## config.mk

```make
export PLATFORM = sky130hd
export DESIGN_NAME = crtc_gen2_flat
export DESIGN_NICKNAME = d
export VERILOG_FILES = /design/src/rtl/crtc_gen2_if.sv /design/src/rtl/crtc_gen2.sv /design/src/flat_wrapper.sv
export SDC_FILE = /design/constraint.sdc
export NUM_CORES = 1
export LEC_CHECK = 0
export BUFFER_PORTS_ARGS = -buffer_cell sky130_fd_sc_hd__clkbuf_2
export CORE_MARGIN = 4
export CORE_UTILIZATION = 65
export CTS_CLUSTER_SIZE = 10
export DETAILED_ROUTE_END_ITERATION = 8
export GPL_TIMING_DRIVEN = 0
export PLACE_DENSITY = 0.83
export SLEW_MARGIN = 20
export SYNTH_ARGS = -nofsm -noshare
export SYNTH_HDL_FRONTEND = slang
export SYNTH_SLANG_ARGS = --single-unit
export TNS_END_PERCENT = 10
```

## constraint.sdc

```tcl
create_clock -name clk -period 11.9 [get_ports clk]
set_clock_uncertainty 0.1 [all_clocks]
set_input_delay 0.595 -clock clk [delete_from_list [all_inputs] [get_ports clk]]
set_output_delay 0.595 -clock clk [all_outputs]
set_load 0.05 [all_outputs]
```

## src/rtl/crtc_gen2_if.sv

```systemverilog
`default_nettype none
// +--------------------------------------------------------------------+
// | crtc_gen2_if : CPU register bus between host and the CRTC          |
// | Revision     : 1.0                                                 |
// +--------------------------------------------------------------------+
interface crtc_gen2_if;
  logic       cs;
  logic       a0;
  logic       write;
  logic       read;
  logic [7:0] bus;
  logic [7:0] bus_out;

  modport master (output cs, a0, write, read, bus, input bus_out);
  modport slave  (input cs, a0, write, read, bus, output bus_out);
endinterface
`default_nettype wire

```

## src/rtl/crtc_gen2.sv

```systemverilog
`default_nettype none
// +--------------------------------------------------------------------+
// | crtc_gen2 : 6845-style CRT controller (timing, addressing, cursor) |
// | Revision  : 1.0                                                    |
// +--------------------------------------------------------------------+
module crtc_gen2 #(
  parameter int          MA_W        = 14,
  parameter int          RA_W        = 5,
  parameter logic [7:0]  R0_INIT     = 8'd97,
  parameter logic [7:0]  R1_INIT     = 8'd80,
  parameter logic [7:0]  R2_INIT     = 8'd82,
  parameter logic [7:0]  R3_INIT     = 8'hF5,
  parameter logic [7:0]  R4_INIT     = 8'd25,
  parameter logic [7:0]  R5_INIT     = 8'd6,
  parameter logic [7:0]  R6_INIT     = 8'd25,
  parameter logic [7:0]  R7_INIT     = 8'd25,
  parameter logic [7:0]  R8_INIT     = 8'd0,
  parameter logic [7:0]  R9_INIT     = 8'd13,
  parameter logic [7:0]  R10_INIT    = 8'd11,
  parameter logic [7:0]  R11_INIT    = 8'd12,
  parameter logic [15:0] CURSOR_INIT = 16'd92
) (
  input  wire              clk,
  input  wire              rst,
  input  wire              divclk,
  input  wire              lock,
  input  wire              lpen_stb,
  crtc_gen2_if.slave       bif,
  output logic             hsync,
  output logic             vsync,
  output logic             display_enable,
  output logic             cursor,
  output logic             line_reset,
  output logic             lpen_valid,
  output logic [MA_W-1:0]  mem_addr,
  output logic [RA_W-1:0]  row_addr
);

  // Implemented bits per register; the rest are never stored and read as 0
  localparam logic [7:0] c_mask [16] = '{8'hFF, 8'hFF, 8'hFF, 8'hFF, 8'h7F, 8'h1F, 8'h7F, 8'h7F,
                                         8'hFF, 8'h1F, 8'h7F, 8'h1F, 8'h3F, 8'hFF, 8'h3F, 8'hFF};
  localparam logic [7:0] c_init [16] = '{R0_INIT, R1_INIT, R2_INIT, R3_INIT, R4_INIT, R5_INIT,
                                         R6_INIT, R7_INIT, R8_INIT, R9_INIT, R10_INIT, R11_INIT,
                                         8'h00, 8'h00, {2'b00, CURSOR_INIT[13:8]}, CURSOR_INIT[7:0]};

  logic [4:0]      r_index;
  logic [7:0]      r_regs [16];
  logic [7:0]      r_h_count;
  logic            r_hdisp, r_vdisp, r_hsync, r_vsync;
  logic [4:0]      r_hs_cnt, r_vs_cnt, r_blink;
  logic [6:0]      r_row;
  logic [RA_W-1:0] r_row_addr;
  logic [MA_W-1:0] r_row_base, r_lpen_addr;
  logic            r_lpen_prev, r_lpen_valid;

  logic            w_reg_wr_ok, w_h_end, w_h_wrap, w_line, w_last_sl, w_adj_last;
  logic            w_last_row, w_frame_end, w_row_end, w_mode_on;
  logic [7:0]      w_h_inc;
  logic [6:0]      w_row_inc, w_ra7;
  logic [5:0]      w_ra6;
  logic [4:0]      w_hs_w, w_vs_w;
  logic [MA_W-1:0] w_start, w_cur_addr;

  // ---------------- register file ----------------
  assign w_reg_wr_ok = !r_index[4] && (r_index[3:0] != 4'd8) && !(lock && (r_index[3:0] <= 4'd9));

  always_ff @(posedge clk or posedge rst) begin
    if (rst) begin
      r_index <= '0;
      for (int i = 0; i < 16; i++) r_regs[i] <= c_init[i] & c_mask[i];
    end else if (bif.cs && bif.write) begin
      if (!bif.a0)
        r_index <= bif.bus[4:0];
      else if (w_reg_wr_ok)
        r_regs[r_index[3:0]] <= bif.bus & c_mask[r_index[3:0]];
    end
  end

  always_comb begin
    bif.bus_out = 8'h00;
    if (!r_index[4])           bif.bus_out = r_regs[r_index[3:0]];
    else if (r_index == 5'd16) bif.bus_out = 8'(r_lpen_addr >> 8);
    else if (r_index == 5'd17) bif.bus_out = r_lpen_addr[7:0];
  end

  // ---------------- horizontal ----------------
  assign w_h_inc    = r_h_count + 8'd1;
  assign w_h_end    = (r_h_count == r_regs[0]);
  // A counter pushed past R0 by a mid-line write rolls over at 255 instead
  assign w_h_wrap   = w_h_end || (r_h_count == 8'hFF);
  assign w_line     = divclk && w_h_wrap;
  assign line_reset = w_h_end;
  assign w_hs_w     = (r_regs[3][3:0] == 4'd0) ? 5'd16 : {1'b0, r_regs[3][3:0]};
  assign w_vs_w     = (r_regs[3][7:4] == 4'd0) ? 5'd16 : {1'b0, r_regs[3][7:4]};

  always_ff @(posedge clk or posedge rst) begin
    if (rst) begin
      r_h_count <= '0;
      r_hdisp   <= 1'b1;
      r_hsync   <= 1'b0;
      r_hs_cnt  <= '0;
    end else if (divclk) begin
      r_h_count <= w_h_end ? 8'd0 : w_h_inc;
      if (w_h_wrap)                   r_hdisp <= 1'b1;
      else if (w_h_inc == r_regs[1])  r_hdisp <= 1'b0;
      if (w_h_inc == r_regs[2]) begin
        r_hsync  <= 1'b1;
        r_hs_cnt <= w_hs_w;
      end else if (r_hsync) begin
        if (r_hs_cnt == 5'd1) r_hsync <= 1'b0;
        r_hs_cnt <= r_hs_cnt - 5'd1;
      end
    end
  end

  // ---------------- vertical ----------------
  assign w_ra7       = 7'(r_row_addr);
  assign w_last_sl   = (w_ra7 == 7'(r_regs[9][4:0]));
  assign w_adj_last  = (w_ra7 == (7'(r_regs[9][4:0]) + 7'(r_regs[5][4:0])));
  assign w_last_row  = (r_row == r_regs[4][6:0]);
  assign w_frame_end = w_last_row && w_adj_last;
  assign w_row_end   = !w_last_row && w_last_sl;
  assign w_row_inc   = r_row + 7'd1;

  always_ff @(posedge clk or posedge rst) begin
    if (rst) begin
      r_row      <= '0;
      r_row_addr <= '0;
      r_row_base <= '0;
      r_vdisp    <= 1'b1;
      r_vsync    <= 1'b0;
      r_vs_cnt   <= '0;
      r_blink    <= '0;
    end else if (w_line) begin
      if (w_frame_end) begin
        r_row      <= '0;
        r_row_addr <= '0;
        r_row_base <= '0;
        r_vdisp    <= 1'b1;
        r_blink    <= r_blink + 5'd1;
      end else begin
        if (w_row_end) begin
          r_row      <= w_row_inc;
          r_row_addr <= '0;
          if (w_row_inc == r_regs[6][6:0]) r_vdisp <= 1'b0;
        end else begin
          r_row_addr <= r_row_addr + RA_W'(1);
        end
        if (w_last_sl) r_row_base <= r_row_base + MA_W'(r_regs[1]);
      end
      if (r_vsync) begin
        if (r_vs_cnt == 5'd1) r_vsync <= 1'b0;
        r_vs_cnt <= r_vs_cnt - 5'd1;
      end else if (w_row_end && (w_row_inc == r_regs[7][6:0])) begin
        r_vsync  <= 1'b1;
        r_vs_cnt <= w_vs_w;
      end
    end
  end

  // ---------------- addressing and cursor ----------------
  assign w_start    = MA_W'({r_regs[8][7:6], r_regs[12][5:0], r_regs[13]});
  assign w_cur_addr = MA_W'({r_regs[8][7:6], r_regs[14][5:0], r_regs[15]});
  assign mem_addr   = w_start + r_row_base + MA_W'(r_h_count);
  assign row_addr   = r_row_addr;
  assign hsync      = r_hsync;
  assign vsync      = r_vsync;
  assign display_enable = r_hdisp && r_vdisp;
  assign w_ra6      = 6'(r_row_addr);

  always_comb begin
    w_mode_on = 1'b1;
    case (r_regs[10][6:5])
      2'b00:   w_mode_on = 1'b1;
      2'b01:   w_mode_on = 1'b0;
      2'b10:   w_mode_on = r_blink[3];
      default: w_mode_on = r_blink[4];
    endcase
  end

  assign cursor = (mem_addr == w_cur_addr) && (w_ra6 >= 6'(r_regs[10][4:0])) &&
                  (w_ra6 <= 6'(r_regs[11][4:0])) && display_enable && w_mode_on;

  // ---------------- light pen ----------------
  always_ff @(posedge clk or posedge rst) begin
    if (rst) begin
      r_lpen_prev  <= 1'b0;
      r_lpen_addr  <= '0;
      r_lpen_valid <= 1'b0;
    end else begin
      r_lpen_prev <= lpen_stb;
      // A fresh strobe beats a simultaneous low-byte read
      if (lpen_stb && !r_lpen_prev) begin
        r_lpen_addr  <= mem_addr;
        r_lpen_valid <= 1'b1;
      end else if (bif.cs && bif.read && bif.a0 && (r_index == 5'd17)) begin
        r_lpen_valid <= 1'b0;
      end
    end
  end

  assign lpen_valid = r_lpen_valid;

endmodule
`default_nettype wire

```

## src/flat_wrapper.sv

```systemverilog
// flat-port wrapper written by rule: the top's interface ports become plain ports
module crtc_gen2_flat 
#(
  parameter int          MA_W        = 14,
  parameter int          RA_W        = 5,
  parameter logic [7:0]  R0_INIT     = 8'd97,
  parameter logic [7:0]  R1_INIT     = 8'd80,
  parameter logic [7:0]  R2_INIT     = 8'd82,
  parameter logic [7:0]  R3_INIT     = 8'hF5,
  parameter logic [7:0]  R4_INIT     = 8'd25,
  parameter logic [7:0]  R5_INIT     = 8'd6,
  parameter logic [7:0]  R6_INIT     = 8'd25,
  parameter logic [7:0]  R7_INIT     = 8'd25,
  parameter logic [7:0]  R8_INIT     = 8'd0,
  parameter logic [7:0]  R9_INIT     = 8'd13,
  parameter logic [7:0]  R10_INIT    = 8'd11,
  parameter logic [7:0]  R11_INIT    = 8'd12,
  parameter logic [15:0] CURSOR_INIT = 16'd92
)
  (clk, rst, divclk, lock, lpen_stb, hsync, vsync, display_enable, cursor, line_reset, lpen_valid, mem_addr, row_addr, bif_cs, bif_a0, bif_write, bif_read, bif_bus, bif_bus_out);
  crtc_gen2_if bif_i ();
  input  wire clk;
  input  wire rst;
  input  wire divclk;
  input  wire lock;
  input  wire lpen_stb;
  output logic hsync;
  output logic vsync;
  output logic display_enable;
  output logic cursor;
  output logic line_reset;
  output logic lpen_valid;
  output logic [MA_W-1:0] mem_addr;
  output logic [RA_W-1:0] row_addr;
  input wire logic [$bits(bif_i.cs)-1:0] bif_cs;
  input wire logic [$bits(bif_i.a0)-1:0] bif_a0;
  input wire logic [$bits(bif_i.write)-1:0] bif_write;
  input wire logic [$bits(bif_i.read)-1:0] bif_read;
  input wire logic [$bits(bif_i.bus)-1:0] bif_bus;
  output wire logic [$bits(bif_i.bus_out)-1:0] bif_bus_out;
  assign bif_i.cs = bif_cs;
  assign bif_i.a0 = bif_a0;
  assign bif_i.write = bif_write;
  assign bif_i.read = bif_read;
  assign bif_i.bus = bif_bus;
  assign bif_bus_out = bif_i.bus_out;
  crtc_gen2 #(.MA_W(MA_W), .RA_W(RA_W), .R0_INIT(R0_INIT), .R1_INIT(R1_INIT), .R2_INIT(R2_INIT), .R3_INIT(R3_INIT), .R4_INIT(R4_INIT), .R5_INIT(R5_INIT), .R6_INIT(R6_INIT), .R7_INIT(R7_INIT), .R8_INIT(R8_INIT), .R9_INIT(R9_INIT), .R10_INIT(R10_INIT), .R11_INIT(R11_INIT), .CURSOR_INIT(CURSOR_INIT)) u_core (.clk(clk), .rst(rst), .divclk(divclk), .lock(lock), .lpen_stb(lpen_stb), .bif(bif_i), .hsync(hsync), .vsync(vsync), .display_enable(display_enable), .cursor(cursor), .line_reset(line_reset), .lpen_valid(lpen_valid), .mem_addr(mem_addr), .row_addr(row_addr));
endmodule
```

==> summary.json, run 1 <==
{
  "run_status": {"value": "finished, final reports clean"},
  "worst_hold_path.endpoint": {"value": "u_core.r_lpen_prev"},
  "die_width": {"value": 144, "unit": "um"},
  "r2r-start": {"value": "u_core.r_h_count[3]"},
  "grt_antenna_before_repair": {"value": 0},
  "synth_seq_cells": {"value": 202},
  "critical_path.n_buffers_inverters": {"value": 2},
  "r2r_slack": {"value": 8.52, "unit": "ns"},
  "initialDrtViolationCount": {"value": 1009},
  "design_area": {"value": 13300, "unit": "sq um"},
  "num_vias": {"value": 8901},
  "numCtsBuffers": {"value": 24},
  "worst_ir_drop_vdd": {"value": 206, "unit": "uV"},
  "p_leak": {"value": 6.07, "unit": "nW"},
  "synth_top_cell_area_share": {"value": 34.2, "unit": "%"},
  "grt_setup_unrepaired": {"value": "false"},
  "finalHoldViolCount": {"value": 0},
  "maxClockFrequency": {"value": 188, "unit": "MHz"},
  "start_util": {"value": 66.2, "unit": "%"},
  "post_synth.cell_area_avg": {"value": 11.3, "unit": "sq um"},
  "slew-limit-headroom": {"value": 35.8, "unit": "%"},
  "area.growth.synth_to_final": {"value": 11.3, "unit": "%"},
  "htree_num_levels": {"value": 1},
  "gr-total-overflow": {"value": 0},
  "finalCritPeriodShare": {"value": 44.8, "unit": "%"},
  "post_synth_main_area_contributors": {"value": "dfrtp_1, mux2_2, dfstp_2"},
  "timing.critical_path.max_delay_family": {"value": "simple AND/OR/NAND/NOR gates"},
  "setup_violations": {"value": 0},
  "hold_path_startpoint": {"value": "lpen_stb"},
  "cell_count_after_synthesis": {"value": 1054},
  "worstSetupEndpointType": {"value": "output pin"},
  "placeableCoreArea": {"value": 18000, "unit": "sq um"},
  "clk_root_buffer_cell": {"value": "clkbuf_16"},
  "worstMarginPinSlew": {"value": 0.957, "unit": "ns"},
  "criticalPathCategory": {"value": "reg -> out"},
  "crit_fanout": {"value": 6},
  "routed_via_density": {"value": 6.45},
  "full_die_area": {"value": 20600, "unit": "sq um"},
  "gr-usage-all-layers": {"value": 32.3, "unit": "%"},
  "count_of_buffers_added_by_post_cts_timing_repair_for_setup": {"value": 0},
  "synthMostInstantiatedCell": {"value": "dfrtp_1"},
  "wl_per_cell": {"value": 23.3, "unit": "um"},
  "first_global_vias": {"value": 8971},
  "synthesis.area": {"value": 11900, "unit": "sq um"},
  "grt_first_pass_wirelength": {"value": 50700, "unit": "um"},
  "antenna-diode-count": {"value": 0},
  "drc_errors": {"value": 0},
  "place_area": {"value": 12500, "unit": "sq um"},
  "slew_violations": {"value": 0},
  "worst-endpoint-required": {"value": 11.21, "unit": "ns"},
  "clock_insertion_delay_worst_skew": {"value": 0.52, "unit": "ns"},
  "power_density": {"value": 206, "unit": "nW/um^2"},
  "slowest_delay": {"value": 0.55, "unit": "ns"},
  "clk_transition_reported_paths": {"value": 0.06, "unit": "ns"},
  "drive_gt1_share": {"value": 26.6, "unit": "%"},
  "share_of_flip_flops_with_an_asynchronous_set_or_reset": {"value": 100, "unit": "%"},
  "ys_seq_area_share": {"value": 42.8, "unit": "%"},
  "ys.flop_type": {"value": "dfrtp_1"},
  "grt_max_degree": {"value": 101},
  "clock_tree_from_tritoncts": {"value": "done"},
  "finalCriticalPeriod": {"value": 5.33, "unit": "ns"},
  "dp_hpwl": {"value": 23500, "unit": "um"},
  "design.portCount": {"value": 50},
  "finish.net_count": {"value": 1209},
  "ys_warn_count": {"value": 0},
  "cts-root-to-sink-buffers": {"value": 3},
  "io_buffers": {"value": 49},
  "cts-hold-fix-buffers": {"value": 1},
  "total_iterations_of_the_first_detailed_routing_run": {"value": 5},
  "power.total": {"value": 2.74, "unit": "mW"},
  "critical_path_arrival": {"value": 4.63, "unit": "ns"},
  "die_h": {"value": 144, "unit": "um"},
  "num_rows": {"value": 49},
  "worst_reg2reg_path_length_in_cells": {"value": 9},
  "gp_congestion": {"value": 0.945},
  "synth_area_leader_cell": {"value": "dfrtp_1"},
  "postCtsResizedCells": {"value": 0},
  "clkSinkCount": {"value": 202},
  "drt_wl_total": {"value": 32200, "unit": "um"},
  "crit_path_cell_trace": {"value": "fa_1 > ha_1 > inv_1 > fa_1 > nand2b_1 > a21oi_1 > nor3_1 > a32o_1 > or4_1 > a2111oi_2 > nand4_1 > nor4_1 > clkbuf_2"},
  "number_of_enable_flip_flop_cells_after_synthesis": {"value": 0},
  "synth.lib_cells_used.distinct": {"value": 73},
  "crit_slowest_cell": {"value": "fa_1"},
  "worst_path_most_repeated_cell": {"value": "fa_1"},
  "timing.setup.tns": {"value": 0, "unit": "ns"},
  "worstHoldPathType": {"value": "in -> reg"},
  "max_cap_viol_count": {"value": 0},
  "min_path_cells": {"value": 1},
  "synth_common_cells": {"value": "dfrtp_1, mux2_2, nand2_1, o21ai_0, xnor2_1"},
  "start_kind": {"value": "register"},
  "critical_path.reg2reg.endpoint": {"value": "u_core.r_lpen_addr[10]"},
  "net_count_of_the_mapped_netlist": {"value": 1131},
  "antenna_left": {"value": 0}
}
==> final cells by class <==
type                    instances  area [sq um]
clock buffers                  43           713
clock inverters                 1          30.0
multi-input cells             752          6430
flip-flops and latches        202          5100
inverters                      46           180
fillers                      1215          4730
plain buffers                  54           233
repair buffers                 52           310
well taps                     229           287
==> how the worst max path moves through the flow <==
stage	cells past startpoint	to	slack, ns	startpoint
2_1_floorplan	1	u_core.hsync	5.76	rst
3_3_place_gp	2	u_core.r_vs_cnt[4]	3.57	rst
3_5_place_dp	13	cursor	7.10	u_core.r_h_count[1]
4_1_cts	13	cursor	6.55	u_core.r_h_count[1]
5_1_grt	13	cursor	6.35	u_core.r_h_count[1]
6_report	13	cursor	6.57	u_core.r_h_count[1]
==> flip-flops by register name (all words and copies together) (netlist names), 7 cells and up <==
signal,cells
u_core.r_regs,128
u_core.r_lpen_addr,14
u_core.r_row_base,14
u_core.r_h_count,8
u_core.r_row,7
==> report_power, final <==
part	switching (mW)	leakage (nW)	internal [mW]	total [mW]
Clock	0.280	0.355	0.423	0.703
Sequential	0.144	2.58	0.824	0.968
Combinational	0.654	3.13	0.411	1.06
Total	1.08	6.07	1.66	2.74
==> per-layer routing <==
metal	wire, um	up-vias	global-route usage [%]
met4	917	0	9.91
li1	-	3927	-
met3	2610	65	5.22
met2	15400	413	51.7
met5	0	-	0
met1	13300	4496	46.0
==> cell usage in the layout (no fill, tap or decap), types with 40 or more instances in the layout <==
| master | n |
|---|---|
| nor2_1 | 47 |
| ha_1 | 49 |
| xor2_1 | 42 |
| clkbuf_1 | 53 |
| o21ai_0 | 69 |
| nand2_1 | 73 |
| mux2_2 | 116 |
| dfrtp_1 | 163 |
| inv_1 | 44 |
| xnor2_1 | 62 |
| clkbuf_2 | 49 |
| mux4_2 | 40 |
==> per-stage QoR <==
stage,setup WS [ns],std cells,util [%],hold WS (ns)
floorplan,5.76,1054,-,0.325
global placement,3.57,1332,69.2,0.335
detailed placement,7.10,1334,69.6,0.347
CTS,6.55,1379,73.7,0.0880
global route,6.35,1379,73.7,0.0888
finish,6.57,1379,73.7,0.0977
==> cells by family (layout without fill, tap and decap cells) <==
| kind of cell | Yosys count | count (layout) | share of synthesized area [%] |
|---|---|---|---|
| adders and majority gates | 60 | 60 | 6.98 |
| muxes | 162 | 162 | 19.0 |
| AOI/OAI and AO/OA | 164 | 164 | 8.43 |
| buffers and inverters | 100 | 196 | 3.40 |
| xor gates and xnor gates | 108 | 108 | 8.28 |
| DFF | 202 | 202 | 42.8 |
| and+or+nand+nor | 258 | 258 | 11.2 |
Note: power is estimated with default switching activity, not from simulation.
==> inputs of run 2 (changes only) <==
Settings changed: CORE_UTILIZATION 65 to 63, PLACE_DENSITY 0.83 to 0.81.
Clock period 11.9 ns to 5.25 ns, I/O delays scaled along.
==> summary.json, run 2 (synthesis results as in run 1) <==
{
  "drc_errors": {"value": 0, "change": "unchanged"},
  "finalHoldViolCount": {"value": 0, "change": "unchanged"},
  "grt_max_degree": {"value": 33, "change": "was 101"},
  "wl_per_cell": {"value": 23.2, "unit": "um", "change": "was 23.3 um"},
  "crit_fanout": {"value": 6, "change": "unchanged"},
  "finalCriticalPeriod": {"value": 4.98, "unit": "ns"},
  "reg_top3": {"value": "u_core.r_regs x128, u_core.r_lpen_addr x14, u_core.r_row_base x14", "change": "unchanged"},
  "worst-endpoint-required": {"value": 4.89, "unit": "ns", "change": "was 11.21 ns"},
  "drt_wl_total": {"value": 32300, "unit": "um", "change": "was 32200 um"},
  "gr-usage-all-layers": {"value": 30.6, "unit": "%", "change": "was 32.3%"},
  "design_area": {"value": 13400, "unit": "sq um", "change": "was 13300 sq um"},
  "htree_num_levels": {"value": 1, "change": "unchanged"},
  "min_path_cells": {"value": 2, "change": "was 1"},
  "area.growth.synth_to_final": {"value": 12.5, "unit": "%", "change": "was 11.3%"},
  "crit_slowest_cell": {"value": "fa_1", "change": "unchanged"},
  "largest_register_ff_count": {"value": 128, "change": "unchanged"},
  "start_kind": {"value": "register", "change": "unchanged"},
  "die_width": {"value": 146, "unit": "um", "change": "was 144 um"},
  "clk_root_buffer_cell": {"value": "clkbuf_16", "change": "unchanged"},
  "timing.setup.tns": {"value": 0, "unit": "ns", "change": "unchanged"},
  "grt_setup_unrepaired": {"value": "false", "change": "unchanged"},
  "slew-limit-headroom": {"value": 32.8, "unit": "%", "change": "was 35.8%"},
  "antenna_left": {"value": 0, "change": "unchanged"},
  "worst_ir_drop_vdd": {"value": 310, "unit": "uV", "change": "was 206 uV"},
  "numCtsBuffers": {"value": 25, "change": "was 24"},
  "criticalPathCategory": {"value": "reg -> out", "change": "unchanged"},
  "clock_insertion_delay_worst_skew": {"value": 0.53, "unit": "ns", "change": "was 0.52 ns"},
  "power_density": {"value": 464, "unit": "nW/um^2", "change": "was 206 nW/um^2"},
  "die_h": {"value": 146, "unit": "um", "change": "was 144 um"},
  "cts-root-to-sink-buffers": {"value": 3, "change": "unchanged"},
  "finish.net_count": {"value": 1217, "change": "was 1209"},
  "critical_path_arrival": {"value": 4.62, "unit": "ns", "change": "was 4.63 ns"},
  "clk_transition_reported_paths": {"value": 0.06, "unit": "ns", "change": "about the same"},
  "dp_hpwl": {"value": 24200, "unit": "um", "change": "was 23500 um"},
  "worstSetupEndpointType": {"value": "output pin", "change": "unchanged"},
  "registers.top_by_ff_count": {"value": "u_core.r_regs", "change": "unchanged"},
  "most_common_library_cell_in_the_layout_ignoring_fill_and_taps": {"value": "dfrtp_1", "change": "unchanged"},
  "postCtsResizedCells": {"value": 0, "change": "unchanged"},
  "setup_violations": {"value": 0, "change": "unchanged"},
  "slowest_delay": {"value": 0.55, "unit": "ns", "change": "about the same"},
  "gp_congestion": {"value": 0.954, "change": "was 0.945"},
  "max_cap_viol_count": {"value": 0, "change": "unchanged"},
  "total_iterations_of_the_first_detailed_routing_run": {"value": 7, "change": "was 5"},
  "design.portCount": {"value": 50, "change": "unchanged"},
  "grt_antenna_before_repair": {"value": 2, "change": "was 0"},
  "worstMarginPinSlew": {"value": 1.01, "unit": "ns", "change": "was 0.957 ns"},
  "drive_gt1_share": {"value": 27.0, "unit": "%", "change": "was 26.6%"},
  "initialDrtViolationCount": {"value": 681, "change": "was 1009"},
  "clkSinkCount": {"value": 202, "change": "unchanged"},
  "worst_reg2reg_path_length_in_cells": {"value": 9, "change": "unchanged"},
  "worstHoldPathType": {"value": "in -> reg", "change": "unchanged"},
  "fin_cells": {"value": 1393, "change": "was 1379"},
  "gr-total-overflow": {"value": 0, "change": "unchanged"},
  "first_global_vias": {"value": 8983, "change": "was 8971"},
  "clock_tree_from_tritoncts": {"value": "done", "change": "unchanged"},
  "maxClockFrequency": {"value": 201, "unit": "MHz"},
  "placeableCoreArea": {"value": 18600, "unit": "sq um", "change": "was 18000 sq um"},
  "place_area": {"value": 12600, "unit": "sq um", "change": "was 12500 sq um"},
  "dpl.cell_count": {"value": 1344, "change": "was 1334"},
  "io_buffers": {"value": 49, "change": "unchanged"},
  "run_status": {"value": "finished, final reports clean", "change": "unchanged"},
  "num_vias": {"value": 9000, "change": "was 8901"},
  "num_rows": {"value": 50, "change": "was 49"},
  "full_die_area": {"value": 21200, "unit": "sq um", "change": "was 20600 sq um"},
  "crit_path_cell_trace": {"value": "fa_1 > ha_1 > inv_1 > fa_1 > nand2b_1 > a21oi_1 > nor3_1 > a32o_1 > or4_1 > a2111oi_2 > nand4_1 > nor4_1 > clkbuf_2", "change": "unchanged"},
  "mostFrequentLayoutCells": {"value": "dfrtp_1, mux2_2, nand2_1, o21ai_0, xnor2_1", "change": "unchanged"},
  "grt_first_pass_wirelength": {"value": 51000, "unit": "um", "change": "was 50700 um"},
  "worst_path_most_repeated_cell": {"value": "fa_1", "change": "unchanged"},
  "slew_violations": {"value": 0, "change": "unchanged"},
  "finalCritPeriodShare": {"value": 94.9, "unit": "%"},
  "p_leak": {"value": 6.13, "unit": "nW", "change": "was 6.07 nW"},
  "routed_via_density": {"value": 6.46, "change": "was 6.45"},
  "start_util": {"value": 64.0, "unit": "%", "change": "was 66.2%"}
}
run 2: layer usage:
metal	global-route usage (%)	vias up	part of all wire, %
li1	-	3957	-
met1	42.5	4561	42
met2	48.6	394	47
met3	6.42	86	7.6
met4	10.4	2	3.6
met5	0	-	0.040
run 2: stage by stage:
step                      setup WS, ns  hold WS [ns]  util, %  power [mW]
final                            0.269        0.0363     72.0        6.23
after global routing            0.0730        0.0361     72.0        6.54
after CTS                        0.270       0.00677     72.0        6.21
after detailed placement         0.837         0.215     67.8        4.60
after global placement           0.789         0.286     66.9        4.51
after floorplan                  0.137         0.194        -        3.93
run 2: where the power goes:
part	total (mW)	internal, mW	switching (mW)
Sequential	2.19	1.87	0.327
Combinational	2.44	0.942	1.50
Clock	1.60	0.935	0.661
Total	6.23	3.74	2.48
run 2: final timing paths:
path	startpoint	end	slack (ns)
setup / recovery	u_core.r_h_count[1]	cursor	0.27
hold / removal	bif_bus[0]	u_core.r_regs[0]	0.04
setup reg to reg	u_core.r_h_count[3]	u_core.r_lpen_addr[10]	1.82
hold reg to reg	u_core.r_regs[61]	u_core.r_regs[61]	0.35
max in group asynchronous	rst	u_core.r_regs[98]	3.83
min in group asynchronous	rst	u_core.r_row_base[10]	0.21
run 2: area by class of cell:
type	count	area, sq um
Antenna cell	1	2.50
Buffer	54	233
Clock buffer	43	723
Clock inverter	2	28.8
Fill cell	1300	5220
Inverter	46	176
Multi-Input combinational cell	752	6430
Sequential cell	202	5100
Tap cell	234	293
Timing Repair Buffer	59	430
run 2: timing repair:
action,CTS,global route
setup buffers,0,0
endpoints found under the hold margin,23,0
hold buffers,3,0
run 2: worst max-delay path: cells and delay by family (launching register included):
kind	cells	cell delay, ns
AND/OR/NAND/NOR	5	1.26
buffers and inverters	2	0.41
adder cells (fa/ha/maj)	3	1.18
flip-flops	1	0.47
AO/OA/AOI/OAI	3	0.78
==> inputs of run 3 (changes only) <==
Settings changed: CORE_ASPECT_RATIO set to 0.8.
==> summary.json, run 3 (synthesis results as in run 1) <==
{
  "place_area": {"value": 12700, "unit": "sq um", "change": "was 12600 sq um"},
  "grt_antenna_before_repair": {"value": 1, "change": "was 2"},
  "worstSetupEndpointType": {"value": "output pin", "change": "unchanged"},
  "num_vias": {"value": 8994, "change": "was 9000"},
  "combPwrFrac": {"value": 39.7, "unit": "%", "change": "was 39.1%"},
  "worst_ir_drop_vdd": {"value": 415, "unit": "uV", "change": "was 310 uV"},
  "share_clk_of_total_power": {"value": 24.7, "unit": "%", "change": "was 25.6%"},
  "reg_top3": {"value": "u_core.r_regs x128, u_core.r_lpen_addr x14, u_core.r_row_base x14", "change": "unchanged"},
  "net-switching-power": {"value": 2.48, "unit": "mW", "change": "about the same"},
  "cts-root-to-sink-buffers": {"value": 3, "change": "unchanged"},
  "clk_transition_reported_paths": {"value": 0.06, "unit": "ns", "change": "about the same"},
  "finalCritPeriodShare": {"value": 96.0, "unit": "%", "change": "was 94.9%"},
  "numCtsBuffers": {"value": 24, "change": "was 25"},
  "total_iterations_of_the_first_detailed_routing_run": {"value": 5, "change": "was 7"},
  "most_common_library_cell_in_the_layout_ignoring_fill_and_taps": {"value": "dfrtp_1", "change": "unchanged"},
  "finish.utilization": {"value": 73.0, "unit": "%", "change": "was 72.0%"},
  "antenna_left": {"value": 0, "change": "unchanged"},
  "swShare": {"value": 40.0, "unit": "%", "change": "was 39.9%"},
  "worst-endpoint-required": {"value": 4.89, "unit": "ns", "change": "about the same"},
  "design_area": {"value": 13400, "unit": "sq um", "change": "about the same"},
  "cellInternalPower": {"value": 3.72, "unit": "mW", "change": "was 3.74 mW"},
  "worst_reg2reg_path_length_in_cells": {"value": 12, "change": "was 9"},
  "io_buffers": {"value": 49, "change": "unchanged"},
  "r2r_slack": {"value": 1.59, "unit": "ns", "change": "was 1.82 ns"},
  "worstMarginPinSlew": {"value": 1.08, "unit": "ns", "change": "was 1.01 ns"},
  "mostFrequentLayoutCells": {"value": "dfrtp_1, mux2_2, nand2_1, o21ai_0, xnor2_1", "change": "unchanged"},
  "largest_register_ff_count": {"value": 128, "change": "unchanged"},
  "timing.setup.tns": {"value": 0, "unit": "ns", "change": "unchanged"},
  "clock_insertion_delay_worst_skew": {"value": 0.51, "unit": "ns", "change": "was 0.53 ns"},
  "global_route.peak_usage_layer": {"value": "met1", "change": "was met2"},
  "placeableCoreArea": {"value": 18400, "unit": "sq um", "change": "was 18600 sq um"},
  "criticalPathCategory": {"value": "reg -> out", "change": "unchanged"},
  "wl_per_cell": {"value": 22.7, "unit": "um", "change": "was 23.2 um"},
  "share_seq_of_total_power": {"value": 35.5, "unit": "%", "change": "was 35.2%"},
  "start_util": {"value": 64.9, "unit": "%", "change": "was 64.0%"},
  "finalCriticalPeriod": {"value": 5.04, "unit": "ns", "change": "was 4.98 ns"},
  "slew-limit-headroom": {"value": 27.6, "unit": "%", "change": "was 32.8%"},
  "slew_violations": {"value": 0, "change": "unchanged"},
  "clock_tree_from_tritoncts": {"value": "done", "change": "unchanged"},
  "run_status": {"value": "finished, final reports clean", "change": "unchanged"},
  "gr-usage-met3": {"value": 9.92, "unit": "%", "change": "was 6.42%"},
  "full_die_area": {"value": 21200, "unit": "sq um", "change": "about the same"},
  "post-route-worst-setup-slack": {"value": 0.211, "unit": "ns", "change": "was 0.269 ns"},
  "design.portCount": {"value": 50, "change": "unchanged"},
  "die_h": {"value": 131, "unit": "um", "change": "was 146 um"},
  "antenna-diode-count": {"value": 0, "change": "was 1"},
  "routed_via_density": {"value": 6.37, "change": "was 6.46"},
  "clkSinkCount": {"value": 202, "change": "unchanged"},
  "gp_congestion": {"value": 1.01, "change": "was 0.954"},
  "maxClockFrequency": {"value": 198, "unit": "MHz", "change": "was 201 MHz"},
  "initialDrtViolationCount": {"value": 918, "change": "was 681"},
  "grt_setup_unrepaired": {"value": "false", "change": "unchanged"},
  "worstHoldPathType": {"value": "in -> reg", "change": "unchanged"},
  "gr-total-overflow": {"value": 0, "change": "unchanged"},
  "first_global_vias": {"value": 8775, "change": "was 8983"},
  "dpl_worst_slack": {"value": 0.834, "unit": "ns", "change": "was 0.837 ns"},
  "finish.net_count": {"value": 1218, "change": "was 1217"},
  "critical_path_arrival": {"value": 4.68, "unit": "ns", "change": "was 4.62 ns"},
  "met2_usage_in_global_routing": {"value": 42.9, "unit": "%", "change": "was 48.6%"},
  "drt_wl_total": {"value": 32100, "unit": "um", "change": "was 32300 um"},
  "grtUsageMet1": {"value": 46.2, "unit": "%", "change": "was 42.5%"},
  "p_leak": {"value": 6.11, "unit": "nW", "change": "was 6.13 nW"},
  "grt_first_pass_wirelength": {"value": 50800, "unit": "um", "change": "was 51000 um"},
  "power_density": {"value": 462, "unit": "nW/um^2", "change": "was 464 nW/um^2"},
  "max_cap_viol_count": {"value": 0, "change": "unchanged"},
  "num_rows": {"value": 44, "change": "was 50"},
  "registers.top_by_ff_count": {"value": "u_core.r_regs", "change": "unchanged"},
  "clk_root_buffer_cell": {"value": "clkbuf_16", "change": "unchanged"},
  "area.growth.synth_to_final": {"value": 12.4, "unit": "%", "change": "was 12.5%"},
  "gr-usage-all-layers": {"value": 30.4, "unit": "%", "change": "was 30.6%"},
  "dp_hpwl": {"value": 24200, "unit": "um", "change": "about the same"},
  "setup_violations": {"value": 0, "change": "unchanged"},
  "grt_max_degree": {"value": 36, "change": "was 33"},
  "die_width": {"value": 162, "unit": "um", "change": "was 146 um"},
  "start_kind": {"value": "register", "change": "unchanged"},
  "crit_fanout": {"value": 6, "change": "unchanged"},
  "drive_gt1_share": {"value": 26.7, "unit": "%", "change": "was 27.0%"},
  "min_path_cells": {"value": 3, "change": "was 2"},
  "drc_errors": {"value": 0, "change": "unchanged"},
  "finalHoldViolCount": {"value": 0, "change": "unchanged"},
  "htree_num_levels": {"value": 1, "change": "unchanged"}
}
-- run 3: cell count changes in the layout (fill, tap and decap cells not counted), sizes merged --
cell	delta
dlygate4sd3	+2
clkbuf	+1
clkinv	-1
diode	-1
inv	-1
-- run 3: timing repair --
item | CTS | global route
hold buffers | 5 | 0
hold endpoints to repair | 56 | 0
endpoints found under the setup margin | 0 | 0
buffers inserted | 0 | 0
gates resized for setup | 0 | 0
-- run 3: cell type report --
type                            count  area [sq um]
Multi-Input combinational cell    752          6430
Buffer                             54           233
Tap cell                          253           317
Fill cell                        1305          4960
Timing Repair Buffer               61           443
Inverter                           46           176
Sequential cell                   202          5100
Clock buffer                       44           717
-- run 3: path summary, 6_finish.rpt --
path | from | end
setup / recovery | u_core.r_h_count[1] | cursor
hold reg to reg | u_core.r_regs[63] | u_core.r_regs[63]
max in group asynchronous | rst | u_core.r_regs[48]
setup reg to reg | u_core.r_regs[48] | u_core.r_row_base[9]
min in group asynchronous | rst | u_core.r_row_base[0]
hold / removal | lock | u_core.r_regs[85]
-- run 3: through the flow --
step	hold slack, ns	total power, mW	cells
floorplan	0.194	3.93	1054
global placement	0.289	4.53	1356
detailed placement	0.0871	4.62	1363
CTS	0.0472	6.18	1412
global route	0.0673	6.51	1412
finish	0.0703	6.20	1412
-- run 3: per-layer routing --
layer  part of all wire [%]  vias to the layer above  wire length, um
met2                     43                      451            13800
met5                  0.041                        -               13
met4                    2.5                        2              815
met1                     43                     4539            13800
met3                     11                       62             3630
li1                       -                     3940                -
-- run 3: power by group through the flow --
stage	sequential, mW	combinational, mW	clock (mW)
finish	2.20	2.47	1.53
floorplan	2.14	1.79	0
global placement	2.20	2.33	0
CTS	2.20	2.43	1.55
global route	2.24	2.66	1.61
detailed placement	2.22	2.40	0
-- run 3: critical path: stages (launching register included) --
cell and delay [ns]:
dfrtp_1 0.47, fa_1 0.55, ha_1 0.19, inv_1 0.06, fa_1 0.44, nand2b_1 0.19, a21oi_1 0.23, nor3_1 0.13
a32o_1 0.28, or4_1 0.56, a2111oi_2 0.31, nand4_1 0.13, nor4_1 0.30, clkbuf_2 0.33
